===== config.mk =====
export PLATFORM = sky130hd
export DESIGN_NAME = pipe_ctrl
export DESIGN_NICKNAME = d
export VERILOG_FILES = /design/src/rtl/pipe_ctrl_pkg.sv /design/src/rtl/pipe_ctrl_sat_counter.sv /design/src/rtl/pipe_ctrl.sv
export SDC_FILE = /design/constraint.sdc
export NUM_CORES = 1
export LEC_CHECK = 0
export CAP_MARGIN = 30
export CORE_ASPECT_RATIO = 1.4
export CORE_MARGIN = 4
export CORE_UTILIZATION = 30
export CTS_CLUSTER_SIZE = 14
export DETAILED_ROUTE_END_ITERATION = 8
export REMOVE_ABC_BUFFERS = 1
export SLEW_MARGIN = 25
export SYNTH_ARGS = -nofsm -noshare
export SYNTH_HDL_FRONTEND = slang
export SYNTH_SLANG_ARGS = --single-unit
export TNS_END_PERCENT = 5

===== constraint.sdc =====
create_clock -name clk -period 4 [get_ports clk]
set_input_delay 0.8 -clock clk [delete_from_list [all_inputs] [get_ports clk]]
set_output_delay 0.8 -clock clk [all_outputs]
set_load 0.1 [all_outputs]

===== src/rtl/pipe_ctrl_pkg.sv =====
// Shared constants for the pipeline controller: stall encodings, exception codes
// and the redirect-target helper.
package pipe_ctrl_pkg;

  localparam logic [5:0] STALL_NONE  = 6'b000000;
  localparam logic [5:0] STALL_IF_ID = 6'b000111;
  localparam logic [5:0] STALL_EX    = 6'b001111;
  localparam logic [5:0] STALL_MEM   = 6'b011111;

  localparam logic [31:0] EXC_NONE = 32'h0000_0000;
  localparam logic [31:0] EXC_INT  = 32'h0000_0001;
  localparam logic [31:0] EXC_SYS  = 32'h0000_0008;
  localparam logic [31:0] EXC_RI   = 32'h0000_000a;
  localparam logic [31:0] EXC_OV   = 32'h0000_000c;
  localparam logic [31:0] EXC_TR   = 32'h0000_000d;
  localparam logic [31:0] EXC_ERET = 32'h0000_000e;

  localparam logic [31:0] EXC_VECTOR_DFLT = 32'h0000_0020;

  localparam logic STOP       = 1'b1;
  localparam logic NO_STOP    = 1'b0;
  localparam logic RST_ENABLE = 1'b1;

  typedef enum logic [0:0] {
    ST_RUN      = 1'b0,
    ST_WAIT_BUS = 1'b1
  } ctrl_state_t;

  // eret returns to EPC; every other nonzero code enters the common vector
  function automatic logic [31:0] exc_target(input logic [31:0] code,
                                             input logic [31:0] epc,
                                             input logic [31:0] vector);
    logic [31:0] target;
    if (code == EXC_ERET) begin
      target = epc;
    end else begin
      target = vector;
    end
    return target;
  endfunction

endpackage


===== src/rtl/pipe_ctrl_sat_counter.sv =====
// Saturating up-counter: holds at all-ones instead of wrapping.
module sat_counter
  import pipe_ctrl_pkg::*;
#(
  parameter int W = 32
) (
  input  logic         clk,
  input  logic         rst,
  input  logic         inc,
  output logic [W-1:0] q
);

  logic [W-1:0] q_r;

  // count up on inc, stop at the maximum value
  always_ff @(posedge clk) begin
    if (rst == RST_ENABLE) begin
      q_r <= {W{1'b0}};
    end else if (inc && (q_r != {W{1'b1}})) begin
      q_r <= q_r + {{(W-1){1'b0}}, 1'b1};
    end else begin
      q_r <= q_r;
    end
  end

  assign q = q_r;

endmodule


===== src/rtl/pipe_ctrl.sv =====
// Pipeline controller: merges stall requests, turns MEM-stage exceptions into a
// single-cycle flush with redirect PC, deferring it while a bus access is pending.
module pipe_ctrl
  import pipe_ctrl_pkg::*;
#(
  parameter logic [31:0] EXC_VECTOR = EXC_VECTOR_DFLT,
  parameter int          CNT_W      = 32
) (
  input  logic             clk,
  input  logic             rst,
  input  logic             stallreq_if,
  input  logic             stallreq_id,
  input  logic             stallreq_ex,
  input  logic             stallreq_mem,
  input  logic [31:0]      excepttype,
  input  logic [31:0]      cp0_epc,
  output logic [5:0]       stall,
  output logic             flush,
  output logic [31:0]      new_pc,
  output logic [CNT_W-1:0] stall_cnt,
  output logic [CNT_W-1:0] exc_cnt
);

  ctrl_state_t state_r;
  logic [31:0] exc_type_r;
  logic [31:0] epc_r;
  logic [5:0]  stall_s;
  logic        flush_s;
  logic [31:0] new_pc_s;
  logic        exc_s;

  assign exc_s = (excepttype != EXC_NONE);

  // state and exception latches; the first exception seen wins until it is flushed
  always_ff @(posedge clk) begin
    if (rst == RST_ENABLE) begin
      state_r    <= ST_RUN;
      exc_type_r <= 32'h0000_0000;
      epc_r      <= 32'h0000_0000;
    end else begin
      case (state_r)
        ST_RUN: begin
          if (exc_s && stallreq_mem) begin
            state_r    <= ST_WAIT_BUS;
            exc_type_r <= excepttype;
            epc_r      <= cp0_epc;
          end else begin
            state_r <= ST_RUN;
          end
        end
        ST_WAIT_BUS: begin
          if (stallreq_mem) begin
            state_r <= ST_WAIT_BUS;
          end else begin
            state_r <= ST_RUN;
          end
        end
        default: state_r <= ST_RUN;
      endcase
    end
  end

  // same-cycle stall/flush/redirect decision
  always_comb begin
    stall_s  = STALL_NONE;
    flush_s  = NO_STOP;
    new_pc_s = 32'h0000_0000;
    if (rst == RST_ENABLE) begin
      stall_s = STALL_NONE;
    end else begin
      case (state_r)
        ST_RUN: begin
          if (exc_s) begin
            if (stallreq_mem) begin
              stall_s = STALL_MEM;
            end else begin
              flush_s  = STOP;
              new_pc_s = exc_target(excepttype, cp0_epc, EXC_VECTOR);
            end
          end else if (stallreq_mem) begin
            stall_s = STALL_MEM;
          end else if (stallreq_ex) begin
            stall_s = STALL_EX;
          end else if (stallreq_id || stallreq_if) begin
            stall_s = STALL_IF_ID;
          end else begin
            stall_s = STALL_NONE;
          end
        end
        ST_WAIT_BUS: begin
          if (stallreq_mem) begin
            stall_s = STALL_MEM;
          end else begin
            flush_s  = STOP;
            new_pc_s = exc_target(exc_type_r, epc_r, EXC_VECTOR);
          end
        end
        default: stall_s = STALL_NONE;
      endcase
    end
  end

  assign stall  = stall_s;
  assign flush  = flush_s;
  assign new_pc = new_pc_s;

  sat_counter #(.W(CNT_W)) u_stall_cnt (
    .clk (clk),
    .rst (rst),
    .inc (stall_s[0]),
    .q   (stall_cnt)
  );

  sat_counter #(.W(CNT_W)) u_exc_cnt (
    .clk (clk),
    .rst (rst),
    .inc (flush_s),
    .q   (exc_cnt)
  );

endmodule


==> results of run 1 <==
## worst max-delay path by stage
stage / startpoint / end / depth (start not counted) / slack [ps]
floorplan: stallreq_mem / new_pc[0] / 3 / -1590
finish: excepttype[18] / new_pc[6] / 9 / 150
detailed placement: excepttype[18] / new_pc[9] / 9 / 130
CTS: excepttype[4] / new_pc[9] / 9 / 120
global placement: excepttype[4] / new_pc[8] / 9 / 130
global route: excepttype[4] / new_pc[30] / 9 / 3
## routing by layer
| layer | up-vias | global-route usage, % | share of wire, % |
|---|---|---|---|
| met4 | 0 | 6.00 | 1.7 |
| met5 | - | 0 | 0 |
| met1 | 2936 | 19.3 | 42 |
| li1 | 3130 | - | - |
| met2 | 113 | 29.6 | 53 |
| met3 | 21 | 3.04 | 3.9 |
## per-stage QoR
stage	utilization, %	area [um2]	std cells	setup slack [ps]
floorplan	-	5930	746	-1590
global placement	42.5	8510	1186	130
detailed placement	42.5	8510	1186	126
CTS	45.7	9130	1218	115
global route	45.9	9180	1218	2.90
finish	45.9	9180	1218	151
## power groups by stage
stage | Sequential [mW] | Clock (mW) | Combinational (mW)
2_1_floorplan | 1.39 | 0 | 0.119
3_3_place_gp | 1.37 | 0 | 0.305
3_5_place_dp | 1.37 | 0 | 0.307
4_1_cts | 1.35 | 1.69 | 0.308
5_1_grt | 1.35 | 1.74 | 0.335
6_report | 1.35 | 1.64 | 0.308
## placed cells by master (no fill, tap or decap), drive strengths merged, types with 4 or more instances in the layout
cell type	count
a211oi	6
a21oi	91
a22oi	31
and3	7
and4	4
buf	56
clkbuf	19
clkdlybuf4s50	132
dfxtp	129
inv	16
mux2	4
nand2	164
nand3	29
nand4	28
nand4b	5
nor2	91
nor3	11
nor4	24
o21ai	17
or3	19
or4	5
xnor2	22
xor2	9
## logic make-up after synthesis
kind of cell	Yosys count
other cells	1
simple gates	404
mux	6
compound gates	161
flops	129
buf+inv	65
xor+xnor	31
fa+ha+maj	2
## sequential cells by signal, summed over array words and instances, names as in the netlist
register and cells:
exc_type_r 32, u_stall_cnt.q 32, epc_r 32, state_r 1
u_exc_cnt.q 32
## worst max-delay path, stage by stage
cell and delay, ps:
clkdlybuf4s50_1 450, nor4_2 350, and4_1 300, nand3_1 150
nor3_2 250, buf_12 220, a22oi_1 90, nor2_1 200
buf_12 210
## final cells by class
cell class                      count  area [um2]
Clock buffer                       19         453
Multi-Input combinational cell    605        3370
Timing Repair Buffer              188        2240
Sequential cell                   129        2580
Fill cell                        1968       10800
Clock inverter                     13         174
Tap cell                          252         315
Inverter                           12        45.0
## synth_stat cells (all sizes together), types with 2 or more instances
| cell | n | area, um2 |
|---|---|---|
| a2111oi | 2 | 30.0 |
| a211oi | 6 | 45.0 |
| a21oi | 91 | 455 |
| a22oi | 31 | 233 |
| a31o | 2 | 17.5 |
| and2 | 2 | 12.5 |
| and3 | 7 | 43.8 |
| and4 | 4 | 35.0 |
| and4b | 2 | 20.0 |
| buf | 19 | 97.6 |
| clkbuf | 34 | 129 |
| dfxtp | 129 | 2580 |
| ha | 2 | 25.0 |
| inv | 12 | 45.0 |
| mux2 | 4 | 45.0 |
| mux2i | 2 | 20.0 |
| nand2 | 164 | 616 |
| nand3 | 29 | 145 |
| nand4 | 28 | 188 |
| nand4b | 5 | 43.8 |
| nor2 | 91 | 342 |
| nor2b | 3 | 18.8 |
| nor3 | 11 | 60.1 |
| nor4 | 24 | 188 |
| nor4b | 3 | 26.3 |
| o21ai | 17 | 85.1 |
| o311ai | 3 | 33.8 |
| o31ai | 2 | 15.0 |
| o41ai | 3 | 33.8 |
| or2 | 2 | 12.5 |
| or3 | 19 | 119 |
| or4 | 5 | 37.5 |
| xnor2 | 22 | 193 |
| xor2 | 9 | 78.8 |
==> impl_metrics.json, run 1 <==
{
  "syn2layout_area_growth_pct": 49.1,
  "total_power_mw": 3.29,
  "dieHeight_um": 177,
  "critPathLaunchType": "primary input",
  "synth_flop_cell": "dfxtp_1",
  "drtPass1Iterations": 4,
  "hp-class": "flip-flop to flip-flop",
  "gr-total-overflow": 0,
  "synthMuxAreaShare_pct": 1.06,
  "min_period_ps": 3850,
  "worstHoldPathCells": 2,
  "path_clk_slew_ps": 50,
  "pwr-share-clk_pct": 49.8,
  "cts_buffers": 17,
  "via_count": 6200,
  "path_class": "primary input to output pin",
  "grt_pass1_vias": 6074,
  "whs_ps": 454,
  "cts_setup_buffers": 0,
  "drt-total-wl_um": 18700,
  "grt_pass1_wl_um": 30800,
  "p_per_area_nw_per_um2": 359,
  "holdBufCountCts": 0,
  "ys_ff_latch": 129,
  "required_ps": 3200,
  "worstSetupEndpointType": "output pin",
  "num_rows": 61,
  "pin_count": 173,
  "place.gp.congestion": 0.753,
  "yosysWarnings": 0,
  "cts.sinks": 129,
  "fin_skew_ps": 10.0,
  "synth_top_family_by_area": "simple AND/OR/NAND/NOR gates",
  "synthAdderAreaFrac_pct": 0.407,
  "clock-root-buffer": "clkbuf_16",
  "syn_avg_cell_area_um2": 7.70,
  "r2r_slack_ps": 1600,
  "core-area_um2": 20000,
  "ir_worst_vdd_v": 0.000233,
  "r2r_end": "u_exc_cnt.q[27]",
  "intPower_mw": 2.47,
  "final_nets": 1025,
  "drc": 0,
  "async_flop_share_pct": 0,
  "yosysUniqueCellTypes": 53,
  "worst_pin_slew_ps": 1020,
  "antenna_found_initial": 0,
  "synth_compound_area_share_pct": 16.0,
  "place_hpwl_um": 13600,
  "maxSlewViolCount": 0,
  "yosys.area_share.simple_pct": 31.7,
  "r2r-start": "u_exc_cnt.q[12]",
  "p_leak_nw": 3.09,
  "cts_resized": 0,
  "viasPerCell": 5.09,
  "drive_gt1_share_pct": 12.5,
  "diodes": 0,
  "grt_usage_pct": 16.5,
  "routedWlPerCell_um": 15.3,
  "max_clock_freq_mhz": 260,
  "r2r_cells": 7,
  "slew_headroom_pct": 31.5,
  "path_max_fanout": 31,
  "hold_start": "epc_r[0]",
  "status": "finished, final reports clean",
  "synthXorXnorAreaFrac_pct": 4.41,
  "synth_edf_count": 0,
  "maxCapViolations": 0,
  "p_sw_uw": 820,
  "h-tree-depth": 4,
  "io_buffers": 171,
  "die_x_um": 129,
  "seq_power_share_pct": 40.9,
  "grt_start_max_net_pins": 45,
  "floorplan.die_area_um2": 22900,
  "ys_seq_area_share_pct": 42.0,
  "initial_core_util_pct": 30.8,
  "combPwrFrac_pct": 9.4,
  "synth_cells": 799,
  "setup_viol": 0,
  "rsz0062_at_grt": "no",
  "fin_crit_sh_pct": 96.2,
  "clock_latency_ps": 420,
  "tns_ps": 0,
  "drt_iter0_markers": 289,
  "ant_nets": 0,
  "final_hold_viol_count": 0,
  "p_sw_share_pct": 24.9,
  "clock_path_buffers": 2,
  "arrival_ps": 3050,
  "syn-cell-area_um2": 6150,
  "min_to": "epc_r[0]",
  "cts_tree": "done"
}
(Power assumes the default switching activity.)
==> inputs of run 2 (changes only) <==
--- a/config.mk
+++ b/config.mk
@@ -11,6 +11,7 @@
 export CORE_UTILIZATION = 30
 export CTS_CLUSTER_SIZE = 14
 export DETAILED_ROUTE_END_ITERATION = 8
+export MAX_ROUTING_LAYER = met4
 export REMOVE_ABC_BUFFERS = 1
 export SLEW_MARGIN = 25
 export SYNTH_ARGS = -nofsm -noshare
==> constraint.sdc (replaced) <==
create_clock -name clk -period 3.1 [get_ports clk]
set_input_delay 0.62 -clock clk [delete_from_list [all_inputs] [get_ports clk]]
set_output_delay 0.62 -clock clk [all_outputs]
set_load 0.1 [all_outputs]
==> run 2 against run 1 <==
  * Die area stayed put
  * Register-to-register slack worse by 900 ps
  * Critical path depth is 2 higher
  * Worst hold slack worse by 5.7 ps
  * Clock skew is 3.6 ps higher
  * Via count is 4.3% higher
  * Global-route usage is 1.3 points higher
  * Worst setup slack worse by 140 ps
  * Sequential power is 29% higher
  * Combinational power is 45% higher
  * Utilization is 2.6 points higher
  * Clock power is 18% higher
==> impl_metrics.json, run 2 (synthesis results as in run 1) <==
{
  "p_per_area_nw_per_um2": 425,
  "r2r_end": "u_stall_cnt.q[17]",
  "met1_usage_pct": 20.3,
  "path_class": "primary input to output pin",
  "multi_input_area_um2": 3600,
  "arrival_ps": 2470,
  "holdBufCountCts": 0,
  "cts.sinks": 129,
  "cpPeakStageDelay_ps": 290,
  "clock_path_buffers": 2,
  "place_area_um2": 8690,
  "drive_gt1_share_pct": 29.8,
  "finalNonFillerCells": 1277,
  "maxSlewViolCount": 0,
  "place_hpwl_um": 13800,
  "final_nets": 1085,
  "initial_core_util_pct": 30.8,
  "grt_usage_pct": 17.8,
  "path_max_fanout": 8,
  "cts_tree": "done",
  "num_rows": 61,
  "min_period_ps": 3090,
  "fin_ws_ps": 14.3,
  "clock-root-buffer": "clkbuf_16",
  "cts_buffers": 17,
  "maxCapViolations": 0,
  "met3_usage_pct": 3.31,
  "path_depth": 11,
  "grt_pass1_wl_um": 32200,
  "critical_path_buf_inv_count": 5,
  "critPathTopFamily": "simple AND/OR/NAND/NOR gates",
  "clock_latency_ps": 430,
  "ir_worst_vdd_v": 0.000323,
  "gr-total-overflow": 0,
  "grt_start_max_net_pins": 47,
  "slew_headroom_pct": 60.3,
  "syn2layout_area_growth_pct": 57.5,
  "worst_pin_slew_ps": 590,
  "drt_iter0_markers": 264,
  "pre_cts_slack_ps": -444,
  "grt_pass1_vias": 6310,
  "tns_ps": 0,
  "critPathLaunchType": "primary input",
  "fin_util_pct": 48.5,
  "rsz0062_at_grt": "yes",
  "final_common_cell": "nand2_1",
  "seq_area_um2": 2580,
  "core-area_um2": 20000,
  "path_cells": "buf_6 > nor4_4 > buf_4 > and4b_2 > nand3_4 > nor3_4 > buf_4 > buf_16 > a22oi_2 > nor2_2 > buf_12",
  "design_area_um2": 9690,
  "cpMostUsedCell": "buf_4",
  "antenna_found_initial": 0,
  "via_count": 6464,
  "total_power_mw": 4.12,
  "fin_crit_sh_pct": 99.5,
  "whs_ps": 448,
  "required_ps": 2480,
  "r2r_slack_ps": 700,
  "diodes": 0,
  "drt-total-wl_um": 20000,
  "drtPass1Iterations": 4,
  "cpMaxStageDelayCell": "nor4_4",
  "crit_path_end": "new_pc[17]",
  "grt_busiest_layer": "met2",
  "ant_nets": 0,
  "r2r-start": "u_stall_cnt.q[0]",
  "die_x_um": 129,
  "status": "finished, final reports clean",
  "drc": 0,
  "io_buffers": 171,
  "nFillCells": 1944,
  "viasPerCell": 5.06,
  "hp-class": "primary input to flip-flop",
  "place.gp.congestion": 0.842,
  "grt_use_met2_pct": 31.3,
  "worstSetupEndpointType": "output pin",
  "dieHeight_um": 177,
  "r2r_cells": 8,
  "path_clk_slew_ps": 60,
  "floorplan.die_area_um2": 22900,
  "crit_start": "excepttype[10]",
  "dp_cells": 1229,
  "final_hold_viol_count": 0,
  "pin_count": 173,
  "p_leak_nw": 3.56,
  "h-tree-depth": 4,
  "routedWlPerCell_um": 15.6,
  "fin_skew_ps": 13.6,
  "layout_common_cells": "nand2_1, buf_4, dfxtp_1",
  "setup_viol": 0,
  "max_clock_freq_mhz": 324
}
[run 2: changes by cell type in the layout (fill, tap and decap cells not counted), moves of 4 or more]
cell	previous run	this run
clkdlybuf4s15_1	0	4
buf_2	0	10
a22oi_2	0	17
buf_4	16	133
clkdlybuf4s15_2	0	4
nor4_1	17	13
dlygate4sd2_1	0	6
nor2_1	83	65
a22oi_1	31	14
clkdlybuf4s50_1	132	42
nor2_2	8	26
[run 2: area by class of cell]
type | count | share of cell area [%]
repair buffers | 248 | 26.7
inverters | 12 | 0.465
flip-flops and latches | 129 | 26.6
clock buffers | 19 | 4.67
clock inverters | 12 | 1.14
multi-input cells | 605 | 37.1
well taps | 252 | 3.25
[run 2: repair_timing]
item | CTS | global route
gates resized for setup | 131 | 15
cloned | 3 | 1
setup buffers | 10 | 4
pin swaps | 31 | 15
endpoints found under the setup margin | 37 | 32
[run 2: how the worst min path moves through the flow]
stage	start	end	slack (ps)	cells after the start
2_1_floorplan	exc_type_r[25]	exc_type_r[25]	420	2
3_3_place_gp	exc_type_r[3]	exc_type_r[3]	440	2
3_5_place_dp	exc_type_r[1]	exc_type_r[1]	450	2
4_1_cts	excepttype[10]	exc_type_r[10]	430	3
5_1_grt	excepttype[10]	exc_type_r[10]	450	3
6_report	excepttype[10]	exc_type_r[10]	450	3
[run 2: report_power, final]
group / total [mW] / leakage, nW / switching [mW] / internal (mW)
registers: 1.74 / 1.05 / 0.0325 / 1.71
clock network: 1.93 / 0.268 / 0.788 / 1.14
logic: 0.446 / 2.25 / 0.258 / 0.187
[run 2: metal layers]
| layer | share of wire (%) | up-vias |
|---|---|---|
| met5 | 0 | - |
| met4 | 1.6 | 0 |
| met3 | 4.1 | 27 |
| met2 | 53 | 143 |
| met1 | 41 | 3053 |
| li1 | - | 3241 |
[run 2: worst register-to-register path, stage by stage, from the launching register on]
cell      delay (ps)
dfxtp_1          410
ha_1             230
nand2_1          140
nor4_1           340
and4bb_2         290
a21o_1           330
buf_4            230
nor2_1            50
mux2_2           250
